[src/rtl/read_data_return_pkg.sv]
// Shared AXI definitions for the read-data return path: bus widths, slave
// count, master tag encodings, FSM state type and the tag-routing decode.
package read_data_return_pkg;

  localparam int AXI_ID_BITS   = 4;
  localparam int AXI_IDS_BITS  = 8;
  localparam int AXI_DATA_BITS = 32;
  localparam int NUM_S_DEFAULT = 6;

  localparam logic [3:0] TAG_M0 = 4'b0001;
  localparam logic [3:0] TAG_M1 = 4'b0010;

  typedef enum logic {
    IDLE  = 1'b0,
    GRANT = 1'b1
  } state_t;

  typedef enum logic [1:0] {
    ROUTE_M0,
    ROUTE_M1,
    ROUTE_ORPHAN
  } route_t;

  // Upper nibble of a slave RID names the master that issued the read.
  function automatic route_t decode_tag(input logic [3:0] tag);
    case (tag)
      TAG_M0:  return ROUTE_M0;
      TAG_M1:  return ROUTE_M1;
      default: return ROUTE_ORPHAN;
    endcase
  endfunction

endpackage

[src/rtl/read_data_return_if.sv]
// R-channel bundle between the slave ports and the two master ports.
// modport master: the return block itself (drives master R beats, slave ready).
// modport slave : the surrounding fabric / models (drives slave R beats).
interface read_data_return_if
  import read_data_return_pkg::*;
#(
  parameter int NUM_S = NUM_S_DEFAULT
);

  logic [NUM_S-1:0][AXI_IDS_BITS-1:0]  rid_s;
  logic [NUM_S-1:0][AXI_DATA_BITS-1:0] rdata_s;
  logic [NUM_S-1:0][1:0]               rresp_s;
  logic [NUM_S-1:0]                    rlast_s;
  logic [NUM_S-1:0]                    rvalid_s;
  logic [NUM_S-1:0]                    rready_s;

  logic [AXI_ID_BITS-1:0]   rid_m0,   rid_m1;
  logic [AXI_DATA_BITS-1:0] rdata_m0, rdata_m1;
  logic [1:0]               rresp_m0, rresp_m1;
  logic                     rlast_m0, rlast_m1;
  logic                     rvalid_m0, rvalid_m1;
  logic                     rready_m0, rready_m1;

  modport master (
    input  rid_s, rdata_s, rresp_s, rlast_s, rvalid_s,
    output rready_s,
    output rid_m0, rdata_m0, rresp_m0, rlast_m0, rvalid_m0,
    output rid_m1, rdata_m1, rresp_m1, rlast_m1, rvalid_m1,
    input  rready_m0, rready_m1
  );

  modport slave (
    output rid_s, rdata_s, rresp_s, rlast_s, rvalid_s,
    input  rready_s,
    input  rid_m0, rdata_m0, rresp_m0, rlast_m0, rvalid_m0,
    input  rid_m1, rdata_m1, rresp_m1, rlast_m1, rvalid_m1,
    output rready_m0, rready_m1
  );

endinterface

[src/rtl/read_data_return_rr_arbiter.sv]
// Round-robin pick: first requesting index at or after rr_ptr, wrapping
// from N-1 back to 0.
module rr_arbiter #(
  parameter int N     = 6,
  parameter int IDX_W = 3
) (
  input  logic [N-1:0]     req,
  input  logic [IDX_W-1:0] rr_ptr,
  output logic [IDX_W-1:0] grant,
  output logic             found
);

  // Scan N positions starting at rr_ptr; the first hit wins.
  always_comb begin
    // NOTE: every output gets a default before the loop, so no path leaves it unassigned and no latch is inferred.
    grant = rr_ptr;
    found = 1'b0;
    for (int i = 0; i < N; i++) begin
      int idx;
      idx = int'(rr_ptr) + i;
      if (idx >= N) idx = idx - N;
      if (!found && req[idx]) begin
        found = 1'b1;
        grant = IDX_W'(idx);
      end
    end
  end

endmodule

[src/rtl/read_data_return.sv]
// Read-data return mux: grants one slave R port at a time (round-robin,
// locked for the whole burst) and routes its beats to M0 or M1 by RID tag.
// Beats with an unknown tag are accepted and dropped.
module read_data_return
  import read_data_return_pkg::*;
#(
  parameter int NUM_S = NUM_S_DEFAULT
) (
  input  logic               clk,
  input  logic               rst,
  read_data_return_if.master bus
);

  localparam int IDX_W = (NUM_S > 1) ? $clog2(NUM_S) : 1;

  state_t           state_q, state_d;
  logic [IDX_W-1:0] grant_q, grant_d;
  logic [IDX_W-1:0] rr_ptr_q, rr_ptr_d;
  logic [IDX_W-1:0] arb_grant;
  logic             arb_found;
  logic             grant_valid;
  logic             grant_ready;
  route_t           route;

  logic [NUM_S-1:0]         rready_s;
  logic [AXI_ID_BITS-1:0]   rid_m0, rid_m1;
  logic [AXI_DATA_BITS-1:0] rdata_m0, rdata_m1;
  logic [1:0]               rresp_m0, rresp_m1;
  logic                     rlast_m0, rlast_m1;
  logic                     rvalid_m0, rvalid_m1;

  rr_arbiter #(
    .N     (NUM_S),
    .IDX_W (IDX_W)
  ) u_arb (
    .req    (bus.rvalid_s),
    .rr_ptr (rr_ptr_q),
    .grant  (arb_grant),
    .found  (arb_found)
  );

  assign grant_valid = bus.rvalid_s[grant_q];
  assign route       = decode_tag(bus.rid_s[grant_q][AXI_IDS_BITS-1:AXI_ID_BITS]);

  // State, grant and round-robin pointer registers.
  always_ff @(posedge clk or negedge rst) begin
    // NOTE: sequential state uses non-blocking assignments so every register samples pre-edge values.
    if (!rst) begin
      state_q  <= IDLE;
      grant_q  <= '0;
      rr_ptr_q <= '0;
    end else begin
      state_q  <= state_d;
      grant_q  <= grant_d;
      rr_ptr_q <= rr_ptr_d;
    end
  end

  // Next state: arbitrate in IDLE, release on the last-beat handshake.
  always_comb begin
    state_d  = state_q;
    grant_d  = grant_q;
    rr_ptr_d = rr_ptr_q;
    case (state_q)
      IDLE: begin
        if (arb_found) begin
          state_d = GRANT;
          grant_d = arb_grant;
        end
      end
      GRANT: begin
        if (grant_valid && grant_ready && bus.rlast_s[grant_q]) begin
          state_d  = IDLE;
          rr_ptr_d = (grant_q == IDX_W'(NUM_S - 1)) ? '0 : grant_q + 1'b1;
        end
      end
      default: state_d = IDLE;
    endcase
  end

  // Outputs: pass the granted beat through combinationally; payloads are
  // forced to zero whenever the corresponding master valid is low.
  always_comb begin
    rready_s    = '0;
    grant_ready = 1'b0;
    rid_m0 = '0; rdata_m0 = '0; rresp_m0 = '0; rlast_m0 = 1'b0; rvalid_m0 = 1'b0;
    rid_m1 = '0; rdata_m1 = '0; rresp_m1 = '0; rlast_m1 = 1'b0; rvalid_m1 = 1'b0;
    if (state_q == GRANT) begin
      case (route)
        ROUTE_M0: begin
          grant_ready = bus.rready_m0;
          rvalid_m0   = grant_valid;
          if (grant_valid) begin
            rid_m0   = bus.rid_s[grant_q][AXI_ID_BITS-1:0];
            rdata_m0 = bus.rdata_s[grant_q];
            rresp_m0 = bus.rresp_s[grant_q];
            rlast_m0 = bus.rlast_s[grant_q];
          end
        end
        ROUTE_M1: begin
          grant_ready = bus.rready_m1;
          rvalid_m1   = grant_valid;
          if (grant_valid) begin
            rid_m1   = bus.rid_s[grant_q][AXI_ID_BITS-1:0];
            rdata_m1 = bus.rdata_s[grant_q];
            rresp_m1 = bus.rresp_s[grant_q];
            rlast_m1 = bus.rlast_s[grant_q];
          end
        end
        default: grant_ready = 1'b1;
      endcase
      rready_s[grant_q] = grant_ready;
    end
  end

  assign bus.rready_s  = rready_s;
  assign bus.rid_m0    = rid_m0;
  assign bus.rdata_m0  = rdata_m0;
  assign bus.rresp_m0  = rresp_m0;
  assign bus.rlast_m0  = rlast_m0;
  assign bus.rvalid_m0 = rvalid_m0;
  assign bus.rid_m1    = rid_m1;
  assign bus.rdata_m1  = rdata_m1;
  assign bus.rresp_m1  = rresp_m1;
  assign bus.rlast_m1  = rlast_m1;
  assign bus.rvalid_m1 = rvalid_m1;

endmodule
[src/flat_wrapper.sv]
// flat-port wrapper written by rule: the top's interface ports become plain ports
module read_data_return_flat import read_data_return_pkg::*;
#(
  parameter int NUM_S = NUM_S_DEFAULT
)
  (clk, rst, bus_rid_s, bus_rdata_s, bus_rresp_s, bus_rlast_s, bus_rvalid_s, bus_rready_s, bus_rid_m0, bus_rdata_m0, bus_rresp_m0, bus_rlast_m0, bus_rvalid_m0, bus_rid_m1, bus_rdata_m1, bus_rresp_m1, bus_rlast_m1, bus_rvalid_m1, bus_rready_m0, bus_rready_m1);
  read_data_return_if #(.NUM_S(NUM_S)) bus_i ();
  input  logic clk;
  input  logic rst;
  input wire logic [$bits(bus_i.rid_s)-1:0] bus_rid_s;
  input wire logic [$bits(bus_i.rdata_s)-1:0] bus_rdata_s;
  input wire logic [$bits(bus_i.rresp_s)-1:0] bus_rresp_s;
  input wire logic [$bits(bus_i.rlast_s)-1:0] bus_rlast_s;
  input wire logic [$bits(bus_i.rvalid_s)-1:0] bus_rvalid_s;
  output wire logic [$bits(bus_i.rready_s)-1:0] bus_rready_s;
  output wire logic [$bits(bus_i.rid_m0)-1:0] bus_rid_m0;
  output wire logic [$bits(bus_i.rdata_m0)-1:0] bus_rdata_m0;
  output wire logic [$bits(bus_i.rresp_m0)-1:0] bus_rresp_m0;
  output wire logic [$bits(bus_i.rlast_m0)-1:0] bus_rlast_m0;
  output wire logic [$bits(bus_i.rvalid_m0)-1:0] bus_rvalid_m0;
  output wire logic [$bits(bus_i.rid_m1)-1:0] bus_rid_m1;
  output wire logic [$bits(bus_i.rdata_m1)-1:0] bus_rdata_m1;
  output wire logic [$bits(bus_i.rresp_m1)-1:0] bus_rresp_m1;
  output wire logic [$bits(bus_i.rlast_m1)-1:0] bus_rlast_m1;
  output wire logic [$bits(bus_i.rvalid_m1)-1:0] bus_rvalid_m1;
  input wire logic [$bits(bus_i.rready_m0)-1:0] bus_rready_m0;
  input wire logic [$bits(bus_i.rready_m1)-1:0] bus_rready_m1;
  assign bus_i.rid_s = bus_rid_s;
  assign bus_i.rdata_s = bus_rdata_s;
  assign bus_i.rresp_s = bus_rresp_s;
  assign bus_i.rlast_s = bus_rlast_s;
  assign bus_i.rvalid_s = bus_rvalid_s;
  assign bus_rready_s = bus_i.rready_s;
  assign bus_rid_m0 = bus_i.rid_m0;
  assign bus_rdata_m0 = bus_i.rdata_m0;
  assign bus_rresp_m0 = bus_i.rresp_m0;
  assign bus_rlast_m0 = bus_i.rlast_m0;
  assign bus_rvalid_m0 = bus_i.rvalid_m0;
  assign bus_rid_m1 = bus_i.rid_m1;
  assign bus_rdata_m1 = bus_i.rdata_m1;
  assign bus_rresp_m1 = bus_i.rresp_m1;
  assign bus_rlast_m1 = bus_i.rlast_m1;
  assign bus_rvalid_m1 = bus_i.rvalid_m1;
  assign bus_i.rready_m0 = bus_rready_m0;
  assign bus_i.rready_m1 = bus_rready_m1;
  read_data_return #(.NUM_S(NUM_S)) u_core (.clk(clk), .rst(rst), .bus(bus_i));
endmodule
[config.mk]
export PLATFORM = sky130hd
export DESIGN_NAME = read_data_return_flat
export DESIGN_NICKNAME = d
export VERILOG_FILES = /design/src/rtl/read_data_return_pkg.sv /design/src/rtl/read_data_return_if.sv /design/src/rtl/read_data_return_rr_arbiter.sv /design/src/rtl/read_data_return.sv /design/src/flat_wrapper.sv
export SDC_FILE = /design/constraint.sdc
export NUM_CORES = 1
export LEC_CHECK = 0
export ABC_CLOCK_PERIOD_IN_PS = 3190
export CAP_MARGIN = 20
export CELL_PAD_IN_SITES_DETAIL_PLACEMENT = 1
export CELL_PAD_IN_SITES_GLOBAL_PLACEMENT = 1
export CORE_MARGIN = 2
export CORE_UTILIZATION = 17
export CTS_BUF_LIST = sky130_fd_sc_hd__clkbuf_4 sky130_fd_sc_hd__clkbuf_8 sky130_fd_sc_hd__clkbuf_16
export DETAILED_ROUTE_END_ITERATION = 12
export PLACE_DENSITY_LB_ADDON = 0.05
export SLEW_MARGIN = 25
export SYNTH_ARGS = -nofsm -noshare
export SYNTH_HDL_FRONTEND = slang
export SYNTH_HIERARCHICAL = 1
export SYNTH_SLANG_ARGS = --single-unit
[constraint.sdc]
create_clock -name clk -period 3.19 [get_ports clk]
set_clock_uncertainty 0.05 [all_clocks]
set_input_delay 0.638 -clock clk [delete_from_list [all_inputs] [get_ports clk]]
set_output_delay 0.638 -clock clk [all_outputs]
set_load 0.005 [all_outputs]
**After elaboration in Yosys (flattened, before gate mapping)**

Cells that the tools add are included.

- Register bits: 7
- Input bits: 268
- Output and inout bits: 86
- Logic and storage cells: 132

- Add/subtract/negate cells: 12
- $lt $le $gt $ge: 14
- Eq/ne operators: 4
- Mux-type cells: 81
- Bitwise gates (word level): 2
- Reduce and logical (&&, ||, !) cells: 16

Operators with widths:

| kind | number |
|---|---|
| $mux W32 | 12 |
| $lt A32 B5 Y1 const B | 6 |
| $bmux W32 S3 | 1 |
| $mux W1 | 34 |
| $sub A4 B3 Y5 const B | 5 |
| $bmux W1 S3 | 8 |
| $bmux W8 S3 | 1 |
| $mux W3 | 7 |
| $ge A4 B3 Y1 const B | 5 |
| $mux W4 | 5 |
| $mux W2 | 6 |
| $add A3 B2 Y4 const B | 2 |
| $add A3 B3 Y4 const B | 2 |
| $logic_and A1 B1 Y1 | 8 |
| $mux W8 | 1 |
| $and A6 B6 Y6 | 1 |
| $bmux W2 S3 | 1 |
| $mux W6 | 1 |
| $logic_not A1 Y1 | 5 |
| $add A3 B1 Y4 const B | 1 |
| $eq A4 B1 Y1 const B | 1 |
| $eq A4 B2 Y1 const B | 1 |
| $lt A3 B4 Y1 const B | 1 |
| $pmux W1 S2 | 2 |
| other kinds (11) | 12 |

**Logic depth before layout (Yosys ltp)**

- Word-level depth: 23
- Mapped depth: 15

**By module**

Netlist, hierarchy kept.

By module, submodules not included:

| module | instances | cells each | area each (um^2) | sequential area each (um^2) |
|---|---|---|---|---|
| read_data_return | 1 | 431 | 2834.0 | 175.2 |
| rr_arbiter | 1 | 104 | 858.3 | 0.0 |

**Worst setup path before layout**

Ideal clock, no wire load.

- Kind: register -> register
- From: reg u_core.rr_ptr_q[0]
- To: reg u_core.grant_q[0]
- Library setup time: 0.125 ns
- Arrival: 3.160 ns
- Required time: 3.015 ns
- Setup slack: -0.144 ns
- Stages on the path, launching flop included: 15
- Clock period less this slack: 3.334 ns
- Cells stage by stage: dfrtp_1 buf_4 inv_1 ha_1 buf_2 inv_1 ha_1 a211o_1 o22ai_1 mux2_2 mux2i_4 o211a_1 a221oi_2 xnor2_1 mux2_2

- Elaborated cells on any way between the ends: 64

RTL lines:

| what | RTL line | text |
|---|---|---|
| from (decl) | read_data_return.sv:18 | `logic [IDX_W-1:0] rr_ptr_q, rr_ptr_d;` |
| from (signal assigned) | read_data_return.sv:55 | `rr_ptr_q <= rr_ptr_d;` |
| branches (longest 20 deep; another with $sub A4 B3 Y5) | -- |  |
| $mux W3 * | read_data_return_rr_arbiter.sv:22 | `if (!found && req[idx]) begin` |
| net u_core.arb_grant[0] | read_data_return.sv:19 | `logic [IDX_W-1:0] arb_grant;` |
| to (signal assigned) | read_data_return.sv:54 | `grant_q <= grant_d;` |
| to (decl) | read_data_return.sv:17 | `logic [IDX_W-1:0] grant_q, grant_d;` |

Mark *: on every way through the listed nets, which the timed path passes. The select of a mux whose other input is x is not followed.
A chain may end at the register's enable or synchronous reset.

**Worst setup path after layout**

- From: reg u_core.grant_q[0]
- To: out bus_rresp_m0[0]

- Longest elaborated chain between the ends: 7
- Elaborated cells on any way between the ends: 13

RTL lines:

| what | RTL line | text |
|---|---|---|
| $bmux W8 S3 | read_data_return.sv:43 | `assign route = decode_tag(bus.rid_s[grant_q][AXI_IDS_BITS-1:AXI_ID_BITS]);` |
| $mux W8 | -- |  |
| $eq A4 B2 Y1 or $eq A4 B1 Y1 (tied branches) | read_data_return_pkg.sv:26 | `case (tag)` |
| $pmux W2 S2 | read_data_return_pkg.sv:26 |  |
| $logic_not A2 Y1 | read_data_return.sv:89 | `case (route)` |
| $mux W2 * | read_data_return.sv:89 |  |
| $mux W2 * | read_data_return.sv:88 | `if (state_q == GRANT) begin` |
| to (decl) | flat_wrapper.sv:18 | `output wire logic [$bits(bus_i.rresp_m0)-1:0] bus_rresp_m0;` |

Every way passes the cells marked *; elsewhere a longest branch is shown, timed or not. The select of a mux whose other input is x is not followed.

==> flow_metrics.tcl <==
set metrics [dict create \
    worstRegToRegCells 12 \
    clk_pin_slew_ps 40 \
    min_path_type "reg2reg" \
    drtAntennaViolNets 0 \
    synth_seq_cells 7 \
    cp-end-kind "output pin" \
    crit_required_ps 2500 \
    slew_headroom_pct 47.6 \
    synthCells 535 \
    cts_made_buffers 3 \
    first_global_vias 6433 \
    hold_ws_ps 604 \
    rsz0062_at_grt "true" \
    highest_layer "met5" \
    io_buffers 353 \
    drt-wirelength-per-cell_um 22.2 \
    antenna_found_initial 7 \
    total_leakage_power_nw 3.79 \
    first_iter_violations 262 \
    critPathMaxFanout 7 \
    drt_wl_total_um 27900 \
    ys_async_sr_fraction_pct 100 \
    grt_pass1_wl_um 39100 \
    drc 0 \
    period_share_pct 107 \
    num_vias 5920 \
    tightest_slew_ps 786 \
    finalCriticalPeriod_ps 3410 \
    cts_tree "built" \
    wl_met1_um 10900 \
    regToRegEndpoint "u_core/grant_q[0]$_DFFE_PN0P_" \
    dieArea_mm2 0.0229 \
    vdd.ir_drop.worst_v 0.000367 \
    firstDrtPassIters 6 \
    final_cells 1258 \
    dp_hpwl_um 21100 \
    rr_startpoint "u_core/rr_ptr_q[1]$_DFFE_PN0P_" \
    synth-seq-area-share_pct 4.74 \
    syn_area_mm2 0.00369 \
    hold_viol_final 0 \
    placedCellCount 1199 \
    io_pins 354 \
    fmax_ghz 0.294 \
    clock_path_buffers 2 \
    avgSynthCellArea_um2 6.90 \
    wl_met2_um 14600 \
    hold_end "u_core/state_q$_DFF_PN0_" \
    status "finished, violations left" \
    syn_nets 812 \
    grt.total_usage_pct 23.0 \
    htree_levels 1 \
    startpoint_type "register" \
    clkSinkCount 7 \
    grt_max_degree 49 \
    std_cell_rows 53 \
    drv_slew 0 \
    violations "setup timing" \
    core_mm2 0.0212 \
    setup_viol 86 \
    cts-root-buf "clkbuf_16" \
    place_area_mm2 0.00803 \
    p_total_mw 7.29 \
    viasPerCell 4.71 \
    worstHoldStart "u_core/state_q$_DFF_PN0_" \
    setup_slack_ps -216 \
    place.gp.congestion 0.851 \
    whs_path_depth 3 \
    power.density_mw_per_mm2 802 \
    synth-edff-count 0 \
    yosys_warnings 6 \
    design_area_mm2 0.00910 \
    die_x_um 151 \
    start_util_pct 17.5 \
    drv_cap 0 \
    synth.distinct_cells 62 \
    drive_gt1_share_pct 38.8 \
    place_ws_ps -816 \
    layout.nets 1256 \
    area_growth_syn_to_layout_pct 146 \
    dr_wl_met3_um 1770 \
    dieHeight_um 151 \
    hold_buffers 0 \
    rrSetupSlack_ps 100 \
    grt_overflow_total 0 \
    arrival_ps 2720 \
    synth_ff_type "dfrtp_1" \
    worstSetupPathType "reg2out" \
    clkLatencyLatePin_ps 230 \
]
## through the flow
stage               setup TNS [ps]  util [%]
CTS                          -9440      41.4
global placement            -62690      37.9
global route                -20890      43.0
floorplan                        0         -
finish                      -12520      43.0
detailed placement          -62920      37.9
## worst max-delay path by stage
stage                                    from                             to  slack (ps)  cells after the start
6_report        u_core/grant_q[0]$_DFFE_PN0P_                bus_rresp_m0[0]        -220                     10
5_1_grt         u_core/grant_q[0]$_DFFE_PN0P_                bus_rresp_m1[1]        -320                     10
4_1_cts         u_core/grant_q[0]$_DFFE_PN0P_                  bus_rid_m1[3]        -200                     11
3_5_place_dp                  bus_rvalid_s[0]               bus_rdata_m1[30]        -820                      9
3_3_place_gp                  bus_rvalid_s[0]               bus_rdata_m1[11]        -810                      9
2_1_floorplan  u_core/rr_ptr_q[0]$_DFFE_PN0P_  u_core/grant_q[0]$_DFFE_PN0P_           3                     14
## sequential cells by signal, indices dropped and copies added, names as in the netlist
| register | cells |
|---|---|
| u_core/grant_q | 3 |
| u_core/rr_ptr_q | 3 |
| u_core/state_q | 1 |
## power by group
group / internal [mW] / leakage [nW] / switching (mW)
Combinational: 3.38 / 3.67 / 3.49
Clock: 0.165 / 0.0409 / 0.0491
Sequential: 0.138 / 0.0794 / 0.0736
## what timing repair did
item                       in CTS  in global routing
pin swaps                      88                 19
gates resized for setup       508                 72
buffers inserted               31                 10
setup endpoints to repair      89                 90
cloned                         11                  0
## area by class of cell
type | instances | area, um2
Multi-Input combinational cell | 467 | 3850
Antenna cell | 5 | 12.5
Tap cell | 275 | 344
Inverter | 13 | 48.8
Sequential cell | 7 | 185
Clock buffer | 3 | 75.1
Timing Repair Buffer | 487 | 4570
Fill cell | 2516 | 12100
Clock inverter | 1 | 5.00
## synthesized netlist by cell type (3+ instances only)
cell type,count,share of area [%]
mux2_2,33,10
a21oi_1,3,0.41
ha_1,9,3.0
mux2i_1,68,18
nand2_1,64,6.5
xnor2_1,5,1.2
dfrtp_1,7,4.7
nor3_1,12,1.6
buf_2,13,1.8
inv_1,13,1.3
buf_1,3,0.30
o21ai_0,63,8.5
a22oi_1,3,0.61
nor2_1,98,10
nor2b_1,6,1.0
or4_1,3,0.61
clkbuf_1,22,2.2
o211ai_1,20,4.1
nand3_1,5,0.68
nand2b_1,3,0.51
nor3b_1,3,0.61
buf_6,8,2.4
a222oi_1,20,5.4
## layer usage
layer | vias to the layer above | GRT usage (%)
li1 | 2872 | -
met1 | 2812 | 25.9
met2 | 200 | 42.5
met3 | 34 | 5.99
met4 | 2 | 6.31
met5 | - | 0
## critical path, stage by stage (launching register included)
cell and delay [ps]:
dfrtp_4 520, buf_6 150, mux2_4 300, a222oi_1 420
buf_4 180, o21ai_2 40, or2_4 330, buf_16 180
buf_8 130, nor2_4 100, buf_6 120
## cells by family after synthesis
kind of cell    Yosys count  synth area share, %
compound gates          135                 25.9
xor+xnor                  7                 2.07
fa+ha+maj                 9                 3.05
buf+inv                  61                 8.47
flops                     7                 4.74
mux                     105                 30.7
simple gates            211                 25.0
## placed cells by master, fill, tap and decap left out, types with 3 or more instances in the layout
master	Yosys	layout
buf_16	0	9
o21ai_0	63	62
nand3_1	5	5
nor2_2	1	22
xnor2_1	5	3
nor2_4	0	52
buf_12	0	12
xnor2_2	1	3
buf_6	8	22
nor3_1	12	8
buf_8	0	8
dlygate4sd2_1	0	21
ha_1	9	7
mux2i_1	68	67
clkbuf_16	0	3
buf_4	2	89
clkdlybuf4s50_1	0	245
buf_2	13	80
nand2_1	64	63
mux2_2	33	30
o211ai_1	20	20
a22oi_1	3	3
nor2_1	98	25
nor2b_1	6	3
mux2_4	1	4
nand2b_1	3	3
inv_1	13	11
dfrtp_1	7	3
a222oi_1	20	20
diode_2	0	5
Note: power is estimated with default switching activity, not from simulation.
